## src/rtl/uart_defs.sv

```systemverilog
// ============================================================================
// Module  : uart_defs
// Brief   : Shared UART constants, FSM state encodings and baud divider math.
// Revision: 1.0 - initial release
// ============================================================================
`timescale 1ns/1ps
`default_nettype none

package uart_defs;

    localparam int c_data_bits  = 8;
    localparam int c_oversample = 16;

    localparam int c_state_w = 3;
    localparam logic [c_state_w-1:0] c_st_idle      = 3'd0;
    localparam logic [c_state_w-1:0] c_st_start     = 3'd1;
    localparam logic [c_state_w-1:0] c_st_data      = 3'd2;
    localparam logic [c_state_w-1:0] c_st_stop      = 3'd3;
    localparam logic [c_state_w-1:0] c_st_wait_high = 3'd4;

    // Rounded clocks-per-sample-tick; shared with the transmitter.
    function automatic int calc_div(input longint clk_freq, input longint baud,
                                    input longint oversample);
        longint l_den;
        l_den = baud * oversample;
        return int'((clk_freq + l_den / 2) / l_den);
    endfunction

endpackage

`default_nettype wire

```

## src/rtl/uart_receiver_if.sv

```systemverilog
// ============================================================================
// Module  : uart_receiver_if
// Brief   : Serial line input and received-byte outputs of the UART receiver.
// Revision: 1.0 - initial release
// ============================================================================
`timescale 1ns/1ps
`default_nettype none

interface uart_receiver_if;
    import uart_defs::*;

    logic                   RxD;
    logic [c_data_bits-1:0] RxD_data;
    logic                   RxD_data_ready;
    logic                   frame_err;
    logic                   RxD_busy;

    modport master (
        input  RxD,
        output RxD_data,
        output RxD_data_ready,
        output frame_err,
        output RxD_busy
    );

    modport slave (
        output RxD,
        input  RxD_data,
        input  RxD_data_ready,
        input  frame_err,
        input  RxD_busy
    );

endinterface

`default_nettype wire

```

## src/rtl/uart_baud_tick.sv

```systemverilog
// ============================================================================
// Module  : uart_baud_tick
// Brief   : Free-running 0..DIV-1 divider with synchronous clear; one-cycle tick.
// Revision: 1.0 - initial release
// ============================================================================
`timescale 1ns/1ps
`default_nettype none

module uart_baud_tick #(
    parameter int DIV = 27
) (
    input  wire logic clk,
    input  wire logic rst,
    input  wire logic clear,
    output logic      tick
);

    localparam int                 c_cnt_w = (DIV > 1) ? $clog2(DIV) : 1;
    localparam logic [c_cnt_w-1:0] c_last  = c_cnt_w'(DIV - 1);
    localparam logic [c_cnt_w-1:0] c_one   = c_cnt_w'(1);

    logic [c_cnt_w-1:0] r_cnt;

    always_ff @(posedge clk) begin
        if (rst || clear) begin
            r_cnt <= '0;
        end else if (r_cnt == c_last) begin
            r_cnt <= '0;
        end else begin
            r_cnt <= r_cnt + c_one;
        end
    end

    assign tick = !clear && (r_cnt == c_last);

endmodule

`default_nettype wire

```

## src/rtl/uart_receiver.sv

```systemverilog
// ============================================================================
// Module  : uart_receiver
// Brief   : 8N1 UART receiver, 16x oversampling, mid-bit sampling, byte strobe.
// Revision: 1.0 - initial release
// ============================================================================
`timescale 1ns/1ps
`default_nettype none

module uart_receiver
    import uart_defs::*;
#(
    parameter int CLK_FREQ   = 50_000_000,
    parameter int BAUD       = 115200,
    parameter int OVERSAMPLE = 16
) (
    input  wire logic       clk,
    input  wire logic       rst,
    uart_receiver_if.master rx
);

    localparam int         c_div      = calc_div(longint'(CLK_FREQ), longint'(BAUD),
                                                 longint'(OVERSAMPLE));
    localparam logic [3:0] c_smp_last = 4'(c_oversample - 1);
    localparam logic [3:0] c_smp_mid  = 4'(c_oversample / 2 - 1);
    localparam logic [2:0] c_bit_last = 3'(c_data_bits - 1);

    logic                   r_rx_meta;
    logic                   r_rx_s;
    logic [c_state_w-1:0]   r_state;
    logic [c_state_w-1:0]   w_next_state;
    logic [3:0]             r_smp_cnt;
    logic [2:0]             r_bit_cnt;
    logic [c_data_bits-1:0] r_shift;
    logic [c_data_bits-1:0] r_data;
    logic                   r_ready;
    logic                   r_ferr;

    logic w_tick;
    logic w_tick_clear;
    logic w_start_mid;
    logic w_bit_sample;
    logic w_stop_sample;
    logic w_load;
    logic w_ferr;
    logic w_busy;

    always_ff @(posedge clk) begin
        if (rst) begin
            r_rx_meta <= 1'b1;
            r_rx_s    <= 1'b1;
        end else begin
            r_rx_meta <= rx.RxD;
            r_rx_s    <= r_rx_meta;
        end
    end

    // Held in reset while idle so the tick phase starts at the start edge.
    assign w_tick_clear = (r_state == c_st_idle);

    uart_baud_tick #(
        .DIV (c_div)
    ) u_baud_tick (
        .clk   (clk),
        .rst   (rst),
        .clear (w_tick_clear),
        .tick  (w_tick)
    );

    assign w_start_mid   = (r_state == c_st_start) && w_tick && (r_smp_cnt == c_smp_mid);
    assign w_bit_sample  = (r_state == c_st_data)  && w_tick && (r_smp_cnt == c_smp_last);
    assign w_stop_sample = (r_state == c_st_stop)  && w_tick && (r_smp_cnt == c_smp_last);

    always_ff @(posedge clk) begin
        if (rst) begin
            r_state <= c_st_idle;
        end else begin
            r_state <= w_next_state;
        end
    end

    always_comb begin
        w_next_state = r_state;
        case (r_state)
            c_st_idle:      if (!r_rx_s)     w_next_state = c_st_start;
            c_st_start:     if (w_start_mid) w_next_state = r_rx_s ? c_st_idle : c_st_data;
            c_st_data:      if (w_bit_sample && (r_bit_cnt == c_bit_last))
                                             w_next_state = c_st_stop;
            c_st_stop:      if (w_stop_sample) w_next_state = r_rx_s ? c_st_idle : c_st_wait_high;
            c_st_wait_high: if (r_rx_s)      w_next_state = c_st_idle;
            default:                         w_next_state = c_st_idle;
        endcase
    end

    always_comb begin
        w_busy = (r_state != c_st_idle);
        w_load = w_stop_sample &&  r_rx_s;
        w_ferr = w_stop_sample && !r_rx_s;
    end

    // Sample counter restarts at mid start bit, then wraps every 16 ticks.
    always_ff @(posedge clk) begin
        if (rst) begin
            r_smp_cnt <= '0;
            r_bit_cnt <= '0;
            r_shift   <= '0;
        end else begin
            if (r_state == c_st_idle) begin
                r_smp_cnt <= '0;
            end else if (w_tick) begin
                if (w_start_mid || (r_smp_cnt == c_smp_last)) begin
                    r_smp_cnt <= '0;
                end else begin
                    r_smp_cnt <= r_smp_cnt + 4'd1;
                end
            end
            if (r_state == c_st_start) begin
                r_bit_cnt <= '0;
            end else if (w_bit_sample) begin
                r_bit_cnt <= r_bit_cnt + 3'd1;
                r_shift   <= {r_rx_s, r_shift[c_data_bits-1:1]};
            end
        end
    end

    always_ff @(posedge clk) begin
        if (rst) begin
            r_data  <= '0;
            r_ready <= 1'b0;
            r_ferr  <= 1'b0;
        end else begin
            r_ready <= w_load;
            r_ferr  <= w_ferr;
            if (w_load) begin
                r_data <= r_shift;
            end
        end
    end

    assign rx.RxD_data       = r_data;
    assign rx.RxD_data_ready = r_ready;
    assign rx.frame_err      = r_ferr;
    assign rx.RxD_busy       = w_busy;

endmodule

`default_nettype wire
```

## src/flat_wrapper.sv

```systemverilog
// flat-port wrapper written by rule: the top's interface ports become plain ports
module uart_receiver_flat import uart_defs::*;
#(
    parameter int CLK_FREQ   = 50_000_000,
    parameter int BAUD       = 115200,
    parameter int OVERSAMPLE = 16
)
  (clk, rst, rx_RxD, rx_RxD_data, rx_RxD_data_ready, rx_frame_err, rx_RxD_busy);
  uart_receiver_if rx_i ();
  input  wire logic clk;
  input  wire logic rst;
  input wire logic [$bits(rx_i.RxD)-1:0] rx_RxD;
  output wire logic [$bits(rx_i.RxD_data)-1:0] rx_RxD_data;
  output wire logic [$bits(rx_i.RxD_data_ready)-1:0] rx_RxD_data_ready;
  output wire logic [$bits(rx_i.frame_err)-1:0] rx_frame_err;
  output wire logic [$bits(rx_i.RxD_busy)-1:0] rx_RxD_busy;
  assign rx_i.RxD = rx_RxD;
  assign rx_RxD_data = rx_i.RxD_data;
  assign rx_RxD_data_ready = rx_i.RxD_data_ready;
  assign rx_frame_err = rx_i.frame_err;
  assign rx_RxD_busy = rx_i.RxD_busy;
  uart_receiver #(.CLK_FREQ(CLK_FREQ), .BAUD(BAUD), .OVERSAMPLE(OVERSAMPLE)) u_core (.clk(clk), .rst(rst), .rx(rx_i));
endmodule
```

## config.mk

```make
export PLATFORM = sky130hd
export DESIGN_NAME = uart_receiver_flat
export DESIGN_NICKNAME = d
export VERILOG_FILES = /design/src/rtl/uart_defs.sv /design/src/rtl/uart_receiver_if.sv /design/src/rtl/uart_baud_tick.sv /design/src/rtl/uart_receiver.sv /design/src/flat_wrapper.sv
export SDC_FILE = /design/constraint.sdc
export NUM_CORES = 1
export LEC_CHECK = 0
export ABC_AREA = 1
export CAP_MARGIN = 30
export CORE_AREA = 2 2 64 66
export CTS_CLUSTER_SIZE = 20
export DETAILED_ROUTE_END_ITERATION = 10
export DIE_AREA = 0 0 66 68
export PLACE_DENSITY = 0.58
export SYNTH_ARGS = -nofsm -noshare
export SYNTH_HDL_FRONTEND = slang
export SYNTH_SLANG_ARGS = --single-unit
```

## constraint.sdc

```tcl
create_clock -name clk -period 1.9 [get_ports clk]
set_input_delay 0.38 -clock clk [delete_from_list [all_inputs] [get_ports clk]]
set_output_delay 0.38 -clock clk [all_outputs]
set_load 0.05 [all_outputs]
```

* Word-level counts from Yosys, hierarchy flattened *
Index checks and enable logic that the tools add are counted.

storage, ports and cells
  register bits after elaboration = 35
  input port bits = 3
  output and inout port bits = 11
  word-level logic and storage cells = 57

cells by class
  add/sub/neg operators = 3
  eq/ne operators = 13
  multiplexer cells = 9
  bitwise operators = 1
  reduce and logical (&&, ||, !) cells = 21

operator list
  operator                                                          number
  3-bit 2-to-1 mux                                                  6
  3-bit case mux with 5 select lines                                1
  1-bit logical AND                                                 10
  3-bit by 2-bit == test with 1-bit output (second input constant)  2
  3-bit == test (second input constant)                             2
  2-bit by 1-bit != test with 1-bit output (second input constant)  3
  2-bit OR reduction                                                3
  5-bit by 1-bit adder with 5-bit output (second input constant)    1
  5-bit == test (second input constant)                             1
  5-bit AND reduction                                               1
  4-bit by 1-bit adder with 4-bit output (second input constant)    1
  4-bit by 3-bit == test with 1-bit output (second input constant)  1
  4-bit == test (second input constant)                             1
  4-bit 2-to-1 mux                                                  1
  2-bit != test (second input constant)                             2
  3-bit by 1-bit adder with 3-bit output (second input constant)    1
  3-bit by 1-bit == test with 1-bit output (second input constant)  1
  3-bit logical NOT                                                 1
  3-bit nonzero test                                                1
  1-bit logical NOT                                                 2
  1-bit logical OR                                                  2
  2-bit 2-to-1 mux                                                  1
  2-bit AND reduction                                               1
  1-bit inverter                                                    1

* Longest topological paths before layout *
  word-level depth = 8
  gate-level depth with buffers = 11
  mapped depth without buffers = 10

* By module *
Synthesis repeated with hierarchy kept, for this count alone.

second synthesis, totals
  cells, all modules = 190
  area total of the unflattened synthesis = 1493.9 sq um

by module, submodules not included
  module          times used  cells each  area an instance (sq um)  seq. area each (sq um)
  uart_receiver   1           159         1258.7                    600.6
  uart_baud_tick  1           31          235.2                     100.1

* Worst setup path after synthesis *
No wires, ideal clock.

  path kind = flip-flop to flip-flop
  start = register u_core.r_state[2]
  end = register u_core.r_data[5], in the netlist u_core.rx.RxD_data[5]
  library setup time = 0.116 ns
  arrival = 1.335 ns
  setup slack = 0.449 ns
  stages on the path, launching flop included = 10
  buffers on the path = 1
  path through = dfxtp_1 -> nor2_1 -> nand2_2 -> nand2_4 -> inv_6 -> nand2_4 -> nor2_8 -> buf_12 -> o21ai_2 -> a21oi_2

on the way
  word-level cells in the longest chain between the ends = 6
  elaborated cells between the ends (all ways) = 7
  those cells by class = eq/ne (1); reduce/logical (6)

RTL lines
  element                             RTL line              RTL
  start, declared                     uart_receiver.sv:29   logic [c_state_w-1:0] r_state;
  start signal, assigned              uart_receiver.sv:75   r_state <= c_st_idle;
  start signal, assigned              uart_receiver.sv:77   r_state <= w_next_state;
  3-bit logical NOT                   uart_receiver.sv:58   assign w_tick_clear = (r_state == c_st_idle);
  1-bit logical NOT                   uart_baud_tick.sv:34  assign tick = !clear && (r_cnt == c_last);
  1-bit logical AND                   uart_baud_tick.sv:34
  1-bit logical AND (*) (2 in a row)  uart_receiver.sv:71   assign w_stop_sample = (r_state == c_st_stop) && w_tick && (r_smp_cnt == c_smp_last);
  1-bit logical AND (*)               uart_receiver.sv:96   w_load = w_stop_sample && r_rx_s;
  end signal, assigned                uart_receiver.sv:134  r_data <= r_shift;
  end, declared                       uart_receiver.sv:34   logic [c_data_bits-1:0] r_data;

Mark *: on every way between the ends. The rest lies on a longest branch, timed or not.
A chain may end at the register's enable or synchronous reset.

* Final worst setup path *
  start = register u_core.r_data[1], in the netlist u_core.rx.RxD_data[1]
  end = output rx_RxD_data[1]

RTL lines
  element        RTL line            RTL
  end, declared  flat_wrapper.sv:13  output wire logic [$bits(rx_i.RxD_data)-1:0] rx_RxD_data;

No word-level cell between the ends.

==> summary.md <==
| Metric | Value |
|---|---|
| Critical path capture point type | primary output |
| Data arrival, critical path | around 1.4 ns |
| Crit-path cells | clkdlybuf4s50_1 |
| HPWL Detailed | between 1500 and 2000 µm |
| Cell Area, Placed | about 1700 µm² |
| Hold bufs inserted after CTS | 0 |
| Final hold violation count | 0 |
| Final setup vio count | 0 |
| Total power | approximately 1.7 mW |
| Mean routed wirelength per cell | a little over 10 µm |
| FP Rows | 23 |
| TNS Setup | 0 ns |
| Hold crit path type | flop to flop |
| Sinks on Clock Net | 35 |
| Fin nets | approximately 210 |
| Gr ovfl total | 0 |
| Crit Reg-Reg Startpoint | u_core.r_smp_cnt[0] |
| Vias/cell | around 4.7 |
| Pre-CTS WS | approximately 0.23 ns |
| Synth unique cells | 27 |
| Relative max-transition margin | 66.2% |
| Internal power | between 1 and 1.5 mW |
| P_leak | just over 0.7 nW |
| CP max stage delay | 0.81 ns |
| Synth Area per Inst | between 8 and 9 µm² |
| Htree depth | 2 |
| Die ar. | between 4000 and 5000 µm² |
| Worst Path Class, Setup | flop to primary output |
| Critical path's top delay family | buffers and inverters |
| Core region area | roughly 3900 µm² |
| Post-synth EDFFs | 0 |
| Slew @ Worst Pin | around 0.51 ns |
| Post-Place Cells | about 250 |
| Switching power | roughly 490 µW |
| Synth async-reset ratio | 0% |
| Routed Antenna Nets | 0 |
| Post-synth top area share | roughly 46% |
| Worst-path clk slew | around 0.070 ns |
| Switch share | between 20% and 30% |
| Via count | approximately 1,200 |
| Design Area, Final | about 1800 µm² |
| Post-CTS Resized | 0 |
| Final worst setup slack | between 0.09 and 0.1 ns |
| Initial antenna violation count | 0 |
| First-pass detailed-route iteration total | 4 |
| Core Util, Final | 46.7% |
| Leading area contributor after synthesis | dfxtp_1 |
| Initial core utilization | 39.5% |
| # Post-CTS Setup Buffers | 0 |
| Detailed Route Iter0 Violations | 60 |
| Reg-to-reg critical path endpoint | u_core.rx.RxD_data[4] |
| Number of diodes | 0 |
| Min-Delay Startpoint | u_core.r_rx_meta |
| Part of the power in combinational logic | 17.8% |
| Ys flop type | dfxtp_1 |
| CTS tree | yes |
| Status | complete, no violations |
| First-pass GRT wire length | between 4000 and 5000 µm |
| Fraction of layout cells with a size suffix above 1 | approximately 17% |
| Chip Height | approximately 70 µm |
| Worst setup SP type | flop |
| Hold depth | 1 |
| Post-Syn Nets | approximately 190 |
| PortBufs | 13 |
| DRC viols | 0 |
| Netlist Area Pre-Place | about 1500 µm² |
| Top cells by area, synth | dfxtp_1 46%, a21oi_1 7.2%, o21ai_0 5.9%, inv_1 5.9%, nand2_1 4.4% |
| Tmin final | around 1.8 ns |
| VDD IR max | 0.493 mV |
| GPL Wtd Cong | 0.798 |
| Worst Hold Endpoint | u_core.r_rx_s |
| #FFs+latches synth | 35 |
| Hold Slack | a little over 0.4 ns |
| Clk buf depth | 2 |
| Register area share after synthesis | 46.1% |
| Overall Global Routing Usage | 13.1% |
| Post-Synthesis Cells | about 190 |
| Crit path max-delay cell type | clkdlybuf4s50_1 |
| Final Skew | between 0.002 and 0.003 ns |
| Clk root buf | clkbuf_8 |
| Fmax | roughly 0.56 GHz |
| Worst Path Max Fanout | 2 |
| Period utilization | between 90% and 100% |
| Reg power frac | 46.9% |
| Pins Over Slew Limit | 0 |
| Synth warnings | 0 |
| Final Non-Filler Cells | 255 |
| Max Cap Viol | 0 |
| Number of global-route vias before repair | 1,096 |
| IO Count | 14 |
| Top cells by instance count after synthesis | 35 x dfxtp_1, 24 x inv_1, 22 x a21oi_1 |
| R2R cell count | 9 |
| Clock network fraction of total power | 35.3% |
| DRT Wirelength | 2590 µm |
| R2R Setup Slk | around 0.30 ns |
| Critical path buffer and inverter count | 1 |
| CTS Buf Count | 5 |
| Die Span X | about 66 µm |
| Largest net degree at the start of global routing | 22 |
| RSZ-0062 raised after global routing | false |
| Clock latency on the worst-skew pair | 0.28 ns |
| Pwr/cell area | around 930 nW/µm² |
| Count leader, synth | dfxtp_1 |
| Critical path data required time | roughly 1.5 ns |
| P&R area growth vs syn | 18.3% |
[area by class of cell]
class | instances | area (µm²)
clock inverter | 1 | 7.51
inverter | 28 | 110
tap | 50 | 62.6
clock buffer | 7 | 96.3
timing repair buffer | 16 | 145
fill | 413 | 2060
sequential | 35 | 701
multi-input combinational | 118 | 678
[placed cells by master, fill, tap and decap left out]
master	Yosys	final
o21ai_2	2	2
or2_2	3	3
o21ai_0	18	18
inv_2	3	3
buf_4	0	6
o21bai_1	1	1
nand2_4	2	2
clkbuf_8	0	7
nor2_4	3	3
a21oi_2	2	2
nand2_1	18	18
clkdlybuf4s50_1	0	10
nor3b_1	1	1
nor2_8	1	1
nand2_2	3	3
a21oi_1	22	22
nand3b_1	1	1
inv_1	24	24
nor2_1	17	17
nand4_1	3	3
nor3_1	3	3
clkinvlp_4	0	1
xor2_1	3	3
o211ai_1	1	1
dfxtp_1	35	35
inv_6	1	1
nand3_1	9	9
ha_1	5	5
[per-layer routing]
| metal | wire (µm) | GRT usage, % |
|---|---|---|
| met2 | 1210 | 22.0 |
| met1 | 1250 | 15.5 |
| met5 | 0 | 0 |
| met4 | 25 | 5.36 |
| met3 | 109 | 4.44 |
[power by group through the flow]
stage	combinational (mW)	clock, mW	sequential [mW]
5_1_grt	0.344	0.646	0.795
4_1_cts	0.303	0.615	0.788
2_1_floorplan	0.234	0	0.799
6_report	0.299	0.594	0.789
3_5_place_dp	0.302	0	0.805
3_3_place_gp	0.296	0	0.804
[worst register-to-register path, cell delays in order, from the launching register on]
cell and delay [ns]:
dfxtp_1 0.36, ha_1 0.20, nand2_1 0.13, nor2_4 0.16, inv_2 0.06, nor2_4 0.10, nand2_4 0.08, nor2_8 0.21
o21ai_0 0.12, a21oi_1 0.13
[logic make-up after synthesis]
group                      after synthesis  synth area share, %
buffers and inverters                   32                 9.38
AOI/OAI and AO/OA                       46                 16.4
adders and majority gates                5                 4.11
xor gates and xnor gates                 3                 1.73
DFF                                     35                 46.1
and+or+nand+nor                         64                 22.3
[state kept, by name, indices dropped and copies added, names as in the netlist]
name and count:
u_core.u_baud_tick.r_cnt 5, u_core.r_rx_s 1, u_core.r_bit_cnt 3, u_core.r_state 3
u_core.rx.frame_err 1, u_core.rx.RxD_data 8, u_core.rx.RxD_data_ready 1, u_core.r_rx_meta 1
u_core.r_shift 8, u_core.r_smp_cnt 4
[worst max path at each step]
stage | start | to | slack, ns | depth (start not counted)
2_1_floorplan | u_core.r_state[2] | u_core.rx.RxD_data[5] | 0.45 | 9
3_3_place_gp | rst | u_core.u_baud_tick.r_cnt[2] | 0.31 | 5
3_5_place_dp | rst | u_core.r_bit_cnt[2] | 0.23 | 6
4_1_cts | u_core.rx.RxD_data[1] | rx_RxD_data[1] | 0.08 | 1
5_1_grt | u_core.rx.RxD_data[4] | rx_RxD_data[4] | 0.06 | 1
6_report | u_core.rx.RxD_data[1] | rx_RxD_data[1] | 0.1 | 1
Power figures use the tool's default switching activity.
